$ cat src/rtl/series_tx.sv
// Serial transmitter: shifts DATA_W-bit words out LSB-first, then pads with GAP_CYCLES zero cycles.
// A shadow matcher counts the overlapping PATTERN occurrences in each emitted frame.
module series_tx #(
  parameter int                 DATA_W     = 32,
  parameter int                 PAT_W      = 4,
  parameter logic [PAT_W-1:0]   PATTERN    = 4'b1011,
  parameter int                 GAP_CYCLES = 2,
  parameter int                 COUNT_W    = 6
) (
  input  logic               clk,
  input  logic               rst,
  input  logic               in_valid,
  output logic               in_ready,
  input  logic [DATA_W-1:0]  in_data,
  output logic               series,
  output logic               series_valid,
  output logic               match_pulse,
  output logic [COUNT_W-1:0] match_count,
  output logic               done
);

  localparam int BW = (DATA_W > 1) ? $clog2(DATA_W) : 1;
  localparam int GW = (GAP_CYCLES > 1) ? $clog2(GAP_CYCLES) : 1;
  localparam logic [BW-1:0] LAST_BIT  = BW'(DATA_W - 1);
  localparam logic [BW-1:0] MIN_PRIOR = BW'(PAT_W - 1);
  localparam logic [GW-1:0] GAP_LOAD  = (GAP_CYCLES > 0) ? GW'(GAP_CYCLES - 1) : '0;

  typedef enum logic [1:0] {IDLE, SHIFT, GAP} state_t;

  state_t             state, state_nxt;
  logic [DATA_W-1:0]  shreg;
  logic [BW-1:0]      bit_cnt;
  logic [GW-1:0]      gap_cnt;
  logic [PAT_W-2:0]   history;
  logic [PAT_W-1:0]   hist_win;
  logic               accept;
  logic               last_bit;
  logic               gap_end;

  assign in_ready = (state == IDLE) && !rst;
  assign accept   = in_valid && in_ready;
  assign last_bit = (state == SHIFT) && (bit_cnt == LAST_BIT);
  assign gap_end  = (state == GAP) && (gap_cnt == '0);
  assign hist_win = {history, series};

  // bit_cnt is the index of the bit on series, i.e. the number of prior frame bits
  assign match_pulse = series_valid && (state == SHIFT) && (bit_cnt >= MIN_PRIOR) &&
                       (hist_win == PATTERN);

  always_comb begin
    state_nxt = state;
    case (state)
      IDLE:    if (accept) state_nxt = SHIFT;
      SHIFT:   if (last_bit) state_nxt = (GAP_CYCLES == 0) ? IDLE : GAP;
      GAP:     if (gap_end) state_nxt = IDLE;
      default: state_nxt = IDLE;
    endcase
  end

  always_ff @(posedge clk) begin
    if (rst) state <= IDLE;
    else     state <= state_nxt;
  end

  always_ff @(posedge clk) begin
    if (rst) begin
      shreg        <= '0;
      bit_cnt      <= '0;
      gap_cnt      <= '0;
      history      <= '0;
      series       <= 1'b0;
      series_valid <= 1'b0;
      match_count  <= '0;
      done         <= 1'b0;
    end else begin
      done <= last_bit;
      case (state)
        IDLE: begin
          if (accept) begin
            shreg        <= in_data >> 1;
            series       <= in_data[0];
            series_valid <= 1'b1;
            bit_cnt      <= '0;
            history      <= '0;
            match_count  <= '0;
          end else begin
            series       <= 1'b0;
            series_valid <= 1'b0;
          end
        end
        SHIFT: begin
          history <= hist_win[PAT_W-2:0];
          if (match_pulse && (match_count != '1))
            match_count <= match_count + 1'b1;
          if (last_bit) begin
            series       <= 1'b0;
            series_valid <= 1'b0;
            gap_cnt      <= GAP_LOAD;
          end else begin
            series  <= shreg[0];
            shreg   <= shreg >> 1;
            bit_cnt <= bit_cnt + 1'b1;
          end
        end
        GAP: begin
          series       <= 1'b0;
          series_valid <= 1'b0;
          if (!gap_end) gap_cnt <= gap_cnt - 1'b1;
        end
        default: begin
          series       <= 1'b0;
          series_valid <= 1'b0;
        end
      endcase
    end
  end

endmodule

$ cat config.mk
export PLATFORM = sky130hd
export DESIGN_NAME = series_tx
export DESIGN_NICKNAME = d
export VERILOG_FILES = /design/src/rtl/series_tx.sv
export SDC_FILE = /design/constraint.sdc
export NUM_CORES = 1
export LEC_CHECK = 0
export ABC_CLOCK_PERIOD_IN_PS = 3300
export BUFFER_PORTS_ARGS = -buffer_cell sky130_fd_sc_hd__buf_4
export CAP_MARGIN = 5
export CORE_MARGIN = 3
export CORE_UTILIZATION = 34
export CTS_CLUSTER_DIAMETER = 100
export CTS_CLUSTER_SIZE = 8
export DETAILED_ROUTE_END_ITERATION = 10
export GPL_ROUTABILITY_DRIVEN = 0
export SLEW_MARGIN = 15
export SYNTH_ARGS = -nofsm -noshare
export SYNTH_HDL_FRONTEND = slang
export SYNTH_SLANG_ARGS = --single-unit
$ cat constraint.sdc
create_clock -name clk -period 3.3 [get_ports clk]
set_clock_uncertainty 0.05 [all_clocks]
set_input_delay 0.165 -clock clk [delete_from_list [all_inputs] [get_ports clk]]
set_output_delay 0.165 -clock clk [all_outputs]
set_load 0.05 [all_outputs]
==> results of run 1 <==
## kinds of logic (layout without fill, tap and decap cells)
kind of cell    count (synthesis)  after routing
buf+inv                        24             57
simple gates                  135            135
xor+xnor                        1              1
fa+ha+maj                       3              3
flops                          51             51
compound gates                 62             62
## state kept, by name, indices dropped and copies added, names as in the netlist
name          flops
gap_cnt           1
series            1
series_valid      1
bit_cnt           5
history           3
state             2
done              1
match_count       6
shreg            31
## final cells by class
| type | instances | area, sq um | share of cell area (%) |
|---|---|---|---|
| Inverter | 1 | 3.75 | 0.128 |
| Tap cell | 96 | 120 | 4.08 |
| Clock inverter | 1 | 5.00 | 0.170 |
| Sequential cell | 51 | 1020 | 34.7 |
| Clock buffer | 6 | 82.6 | 2.81 |
| Timing Repair Buffer | 49 | 400 | 13.6 |
| Multi-Input combinational cell | 201 | 1310 | 44.5 |
## power by group through the flow
| stage | logic (W) | clock network [W] | registers [W] |
|---|---|---|---|
| after floorplan | 0.000229 | 0 | 0.000713 |
| after global placement | 0.000288 | 0 | 0.000716 |
| after detailed placement | 0.000294 | 0 | 0.000715 |
| after CTS | 0.000294 | 0.000377 | 0.000702 |
| after global routing | 0.000335 | 0.000402 | 0.000710 |
| final | 0.000301 | 0.000367 | 0.000702 |
## routing by layer
| metal | up-vias | track usage (%) | wire length [microns] |
|---|---|---|---|
| li1 | 1044 | - | - |
| met1 | 954 | 15.5 | 2470 |
| met2 | 37 | 21.2 | 2370 |
| met3 | 7 | 3.40 | 244 |
| met4 | 0 | 4.52 | 86 |
| met5 | - | 0 | 0 |
## worst min-delay path by stage
stage / start / to / cells after the start
final: in_data[31] / shreg[30] / 3
after global routing: in_data[1] / shreg[0] / 3
after CTS: in_data[31] / shreg[30] / 3
after detailed placement: in_data[31] / shreg[30] / 3
after global placement: history[1] / history[1] / 2
after floorplan: rst / state[0] / 1
## worst reg2reg max path, delay by kind of cell (launching register included)
kind                       cells  cell delay (ns)
AOI/OAI and AO/OA              2             0.87
adders and majority gates      2             0.54
buffers and inverters          2             0.43
DFF                            1             0.35
and+or+nand+nor                2             0.27
## metrics by stage
step,instance area (sq um),setup slack [ns],std cells,hold slack [ns],utilization [%]
2_1_floorplan,2460,1.28,276,0.238,-
3_3_place_gp,2830,0.686,397,0.406,40.9
3_5_place_dp,2830,0.581,397,0.411,40.9
4_1_cts,2910,0.562,404,0.0896,42.2
5_1_grt,2940,0.519,405,0.0966,42.6
6_report,2940,0.715,405,0.0944,42.6
## cells in the final DEF (no fill, tap or decap), types with 5 or more instances in the layout
| master | count |
|---|---|
| nand2_1 | 65 |
| dfxtp_1 | 51 |
| buf_4 | 47 |
| nor2_1 | 41 |
| a311oi_2 | 29 |
| a21oi_1 | 9 |
| o21ai_0 | 7 |
| clkbuf_8 | 6 |
| nor3_1 | 5 |
| a22oi_1 | 5 |
==> results.ini, run 1 <==
[status]
outcome=completed

[floorplanning]
die_h_microns=91.1
start_util_pct=35.7
coreArea_sq_um=6910
dieArea_sq_um=8310
io-pin-count=46
std_cell_rows=30
die_w_microns=91.1

[power]
powerDensity_nw_per_um2=466
p_leak_nw=1.12
p_comb_share_pct=21.9
pwr-share-clk_pct=26.8
internal_power_w=0.000962
finalPower_w=0.00137
power_switching_w=0.000407
ir_worst_vdd_mv=0.161
p_sw_share_pct=29.7
pwr-share-seq_pct=51.3

[critical_path]
cp-endpoint=shreg[28]
crit_path_frequent_cell=ha_1
worst-path-stages=8
crit_slowest_cell=o21ai_4
rr_endpoint=shreg[28]
startpoint=bit_cnt[0]
r2r_setup_slack_ns=0.71
worstSetupEndpointType=flip-flop
critPathKind=reg -> reg
regToRegStartpoint=bit_cnt[0]
cp_data_arrival_time_ns=2.75
required_ns=3.46
critPathBufInv=2
cp-start-kind=flip-flop
crit_fanout=24
r2r_cells=8
cp_cell_sequence=ha_1 -> and3_1 -> ha_1 -> o21ai_4 -> buf_16 -> buf_12 -> nor2_1 -> a311oi_2
slowest_delay_ns=0.64
cp_top_family=compound AO/OA/AOI/OAI gates

[routing]
avgRoutedWirePerCell_microns=12.8
via_count=2042
postRouteAntennaNets=0
drt-pass1-iter-count=4
drtIter0Drc=104
drc_errors=0
vias_per_cell=5.04
routed_wl_mm=5.17

[final_layout]
finalNetCount=347
insertedDiodeCount=0
syn_to_final_growth_pct=19.3
fillerInstances=712
drive_gt1_share_pct=28.5

[global_routing]
grt_pass1_wl_mm=8.67
grt_max_degree=51
grt_use_total_pct=12.6
grt_pass1_vias=1905
grt.overflow.total=0
antenna_found_initial=0

[synth]
synth_adder_area_share_pct=1.52
yosys_warnings=0
synth_top_family_by_area=compound AO/OA/AOI/OAI gates
synth.distinct_cells=38
synth_commonest_cells=nand2_1 (65), dfxtp_1 (51), nor2_1 (41), a311oi_2 (29)
ys.flop_type=dfxtp_1
yosys.area_share.simple_pct=24.4
synth_area_leaders=dfxtp_1 (41%), a311oi_2 (18%), nand2_1 (9.9%)
synthMuxAreaShare_pct=0
syn_nets=314
synth_top_area_share_pct=41.4
synthXorXnorAreaFrac_pct=0.355
synth_compound_area_share_pct=26.7
netlist_area_sq_um=2460
synth_async_sr_flop_share_pct=0
yosysTopAreaCell=dfxtp_1
synth_area_per_cell_sq_um=8.93
synth_edf_count=0
yosysMostFrequentCell=nand2_1
syn-instance-count=276
ys_seq_area_share_pct=41.4
ys_ff_latch=51

[clock_tree]
clockRootBuffer=clkbuf_8
cts_hold_buffers=0
post_cts_buffers=0
cts.sinks=51
cts_tree=done
clock_latency_ns=0.31
htreeDepth=2
clk_path_buf_depth=2
cts_inserted_buffers=5
path_clk_slew_ns=0.08
cts_resized=0

[timing]
min_period_over_period_pct=78.3
max_slew_margin_pct=51.1
fmax_ghz=0.387
hold_viol=0
drv_slew=0
rsz0062_at_grt=no
min_period_ns=2.59
fin_tns_setup_ns=0
setup_viol=0
worst_slew_pin_slew_ns=0.731

[placed_design]
port_buffers=45
place_hpwl_mm=3.46

[flow_run]
maxCapViolations=0

[worst_hold_path]
hold_class=in -> reg

No activity file was read; power rests on OpenSTA's default activity.
==> inputs of run 2 (changes only) <==
Settings changed: ABC_CLOCK_PERIOD_IN_PS 3300 to 2450.
Clock period 3.3 ns to 2.45 ns, I/O delays scaled along.
==> results.ini, run 2 (synthesis results as in run 1) <==
[status]
outcome=completed

[timing]
setup_viol=0  ; unchanged
drv_slew=0  ; unchanged
min_period_over_period_pct=85.1  ; +6.7 points
rsz0062_at_grt=no
max_slew_margin_pct=55.1  ; +4.0 points
fin_tns_setup_ns=0  ; unchanged
fmax_ghz=0.480  ; +24%
worst_slew_pin_slew_ns=0.673  ; -0.0579 ns
hold_viol=0  ; unchanged
min_period_ns=2.08  ; -0.501 ns

[flow_run]
maxCapViolations=0  ; unchanged

[critical_path]
critPathKind=reg -> reg
required_ns=2.62  ; -0.84 ns
worstSetupEndpointType=flip-flop
r2r_setup_slack_ns=0.37  ; -0.35 ns
cp_data_arrival_time_ns=2.26  ; -0.49 ns
cp-start-kind=flip-flop
crit_fanout=30  ; +25%

[power]
powerDensity_nw_per_um2=613  ; +32%
p_leak_nw=1.15  ; +2.2%
ir_worst_vdd_mv=0.238  ; +48%

[clock_tree]
htreeDepth=2  ; unchanged
path_clk_slew_ns=0.09  ; about the same
post_cts_buffers=0  ; unchanged
clockRootBuffer=clkbuf_8
cts_hold_buffers=0  ; unchanged
cts_inserted_buffers=5  ; unchanged
cts_tree=done
cts.sinks=51  ; unchanged
clock_latency_ns=0.30  ; about the same
clk_path_buf_depth=2  ; unchanged
cts_resized=0  ; unchanged

[placed_design]
port_buffers=45  ; unchanged
place_hpwl_mm=3.63  ; +4.8%

[final_layout]
insertedDiodeCount=0  ; unchanged
syn_to_final_growth_pct=20.3
reg.largest.list=shreg: 31 flops, match_count: 6 flops, bit_cnt: 5 flops
drive_gt1_share_pct=30.3  ; +1.8 points
regMostFlops=shreg
finalNetCount=355  ; +2.3%
final_util_pct=42.9  ; +0.33 points
most-common-layout-cells=nand2_1 (65), buf_4 (57), dfxtp_1 (51), nor2_1 (41), a311oi_2 (29)
layout_commonest_cell=nand2_1
largest_reg_flops=31  ; unchanged

[routing]
drc_errors=0  ; unchanged
wl_met2_mm=2.43  ; +2.6%
met3_wirelength_microns=204  ; -16%
avgRoutedWirePerCell_microns=12.7  ; -0.68%
via_count=2059  ; +0.83%
drt-pass1-iter-count=4  ; unchanged
drtIter0Drc=75  ; -28%
routed_wl_mm=5.24  ; +1.3%
vias_per_cell=4.99  ; -1.1%
met1Wirelength_mm=2.56  ; +3.8%
top_layer=met4
postRouteAntennaNets=0  ; unchanged

[global_routing]
grt_pass1_vias=1821  ; -4.4%
grt_use_total_pct=12.7  ; +0.032 points
grt_pass1_wl_mm=8.63  ; -0.55%
antenna_found_initial=0  ; unchanged
grt.overflow.total=0  ; unchanged
grt_max_degree=49  ; -3.9%

[floorplanning]
start_util_pct=35.7  ; unchanged
die_h_microns=91.1  ; unchanged
die_w_microns=91.1  ; unchanged
dieArea_sq_um=8310  ; unchanged
coreArea_sq_um=6910  ; unchanged
std_cell_rows=30  ; unchanged
io-pin-count=46  ; unchanged

[worst_hold_path]
hold_class=in -> reg

==> run 2: changes by cell type in the layout (fill, tap and decap cells not counted), sizes merged <==
| cell | before | now |
|---|---|---|
| buf | 49 | 57 |
| clkbuf | 6 | 5 |
| clkinv | 1 | 2 |
==> run 2: path summary, 6_finish.rpt <==
check	from	endpoint	cells after the start
hold reg to reg	history[1]	history[1]	2
setup / recovery	bit_cnt[0]	shreg[18]	7
setup reg to reg	bit_cnt[0]	shreg[18]	7
hold / removal	in_data[31]	shreg[30]	3
==> run 2: cell type report <==
| class | instances | area, sq um |
|---|---|---|
| fillers | 734 | 3940 |
| inverters | 1 | 3.75 |
| multi-input cells | 201 | 1310 |
| clock inverters | 2 | 13.8 |
| well taps | 96 | 120 |
| flip-flops and latches | 51 | 1020 |
| repair buffers | 57 | 428 |
| clock buffers | 5 | 68.8 |
==> run 2: worst max-delay path, cell delays in order (launching register included) <==
cell and delay (ns):
dfxtp_1 0.35, ha_1 0.25, and3_1 0.19, ha_1 0.27, o21ai_4 0.19, buf_4 0.36, nor2_1 0.10, a311oi_2 0.24
==> run 2: where the power goes <==
part	switching [W]	internal, W
clock network	0.000272	0.000196
logic	0.000238	0.000170
registers	0.0000389	0.000902
total	0.000549	0.00127
==> run 2: routing by layer <==
layer	vias to the layer above	track usage, %
met5	-	0
met4	0	4.15
met3	2	3.31
met2	40	19.7
met1	956	17.0
li1	1061	-
==> run 2: through the flow <==
stage	total power, W	instances	setup slack, ns	cell area [sq um]	hold slack, ns
after floorplan	0.00127	276	0.429	2460	0.195
after global placement	0.00137	406	0.441	2880	0.345
after detailed placement	0.00137	406	0.373	2880	0.336
after CTS	0.00185	413	0.357	2960	0.0130
after global routing	0.00193	413	0.168	2960	0.0330
final	0.00182	413	0.366	2960	0.0249
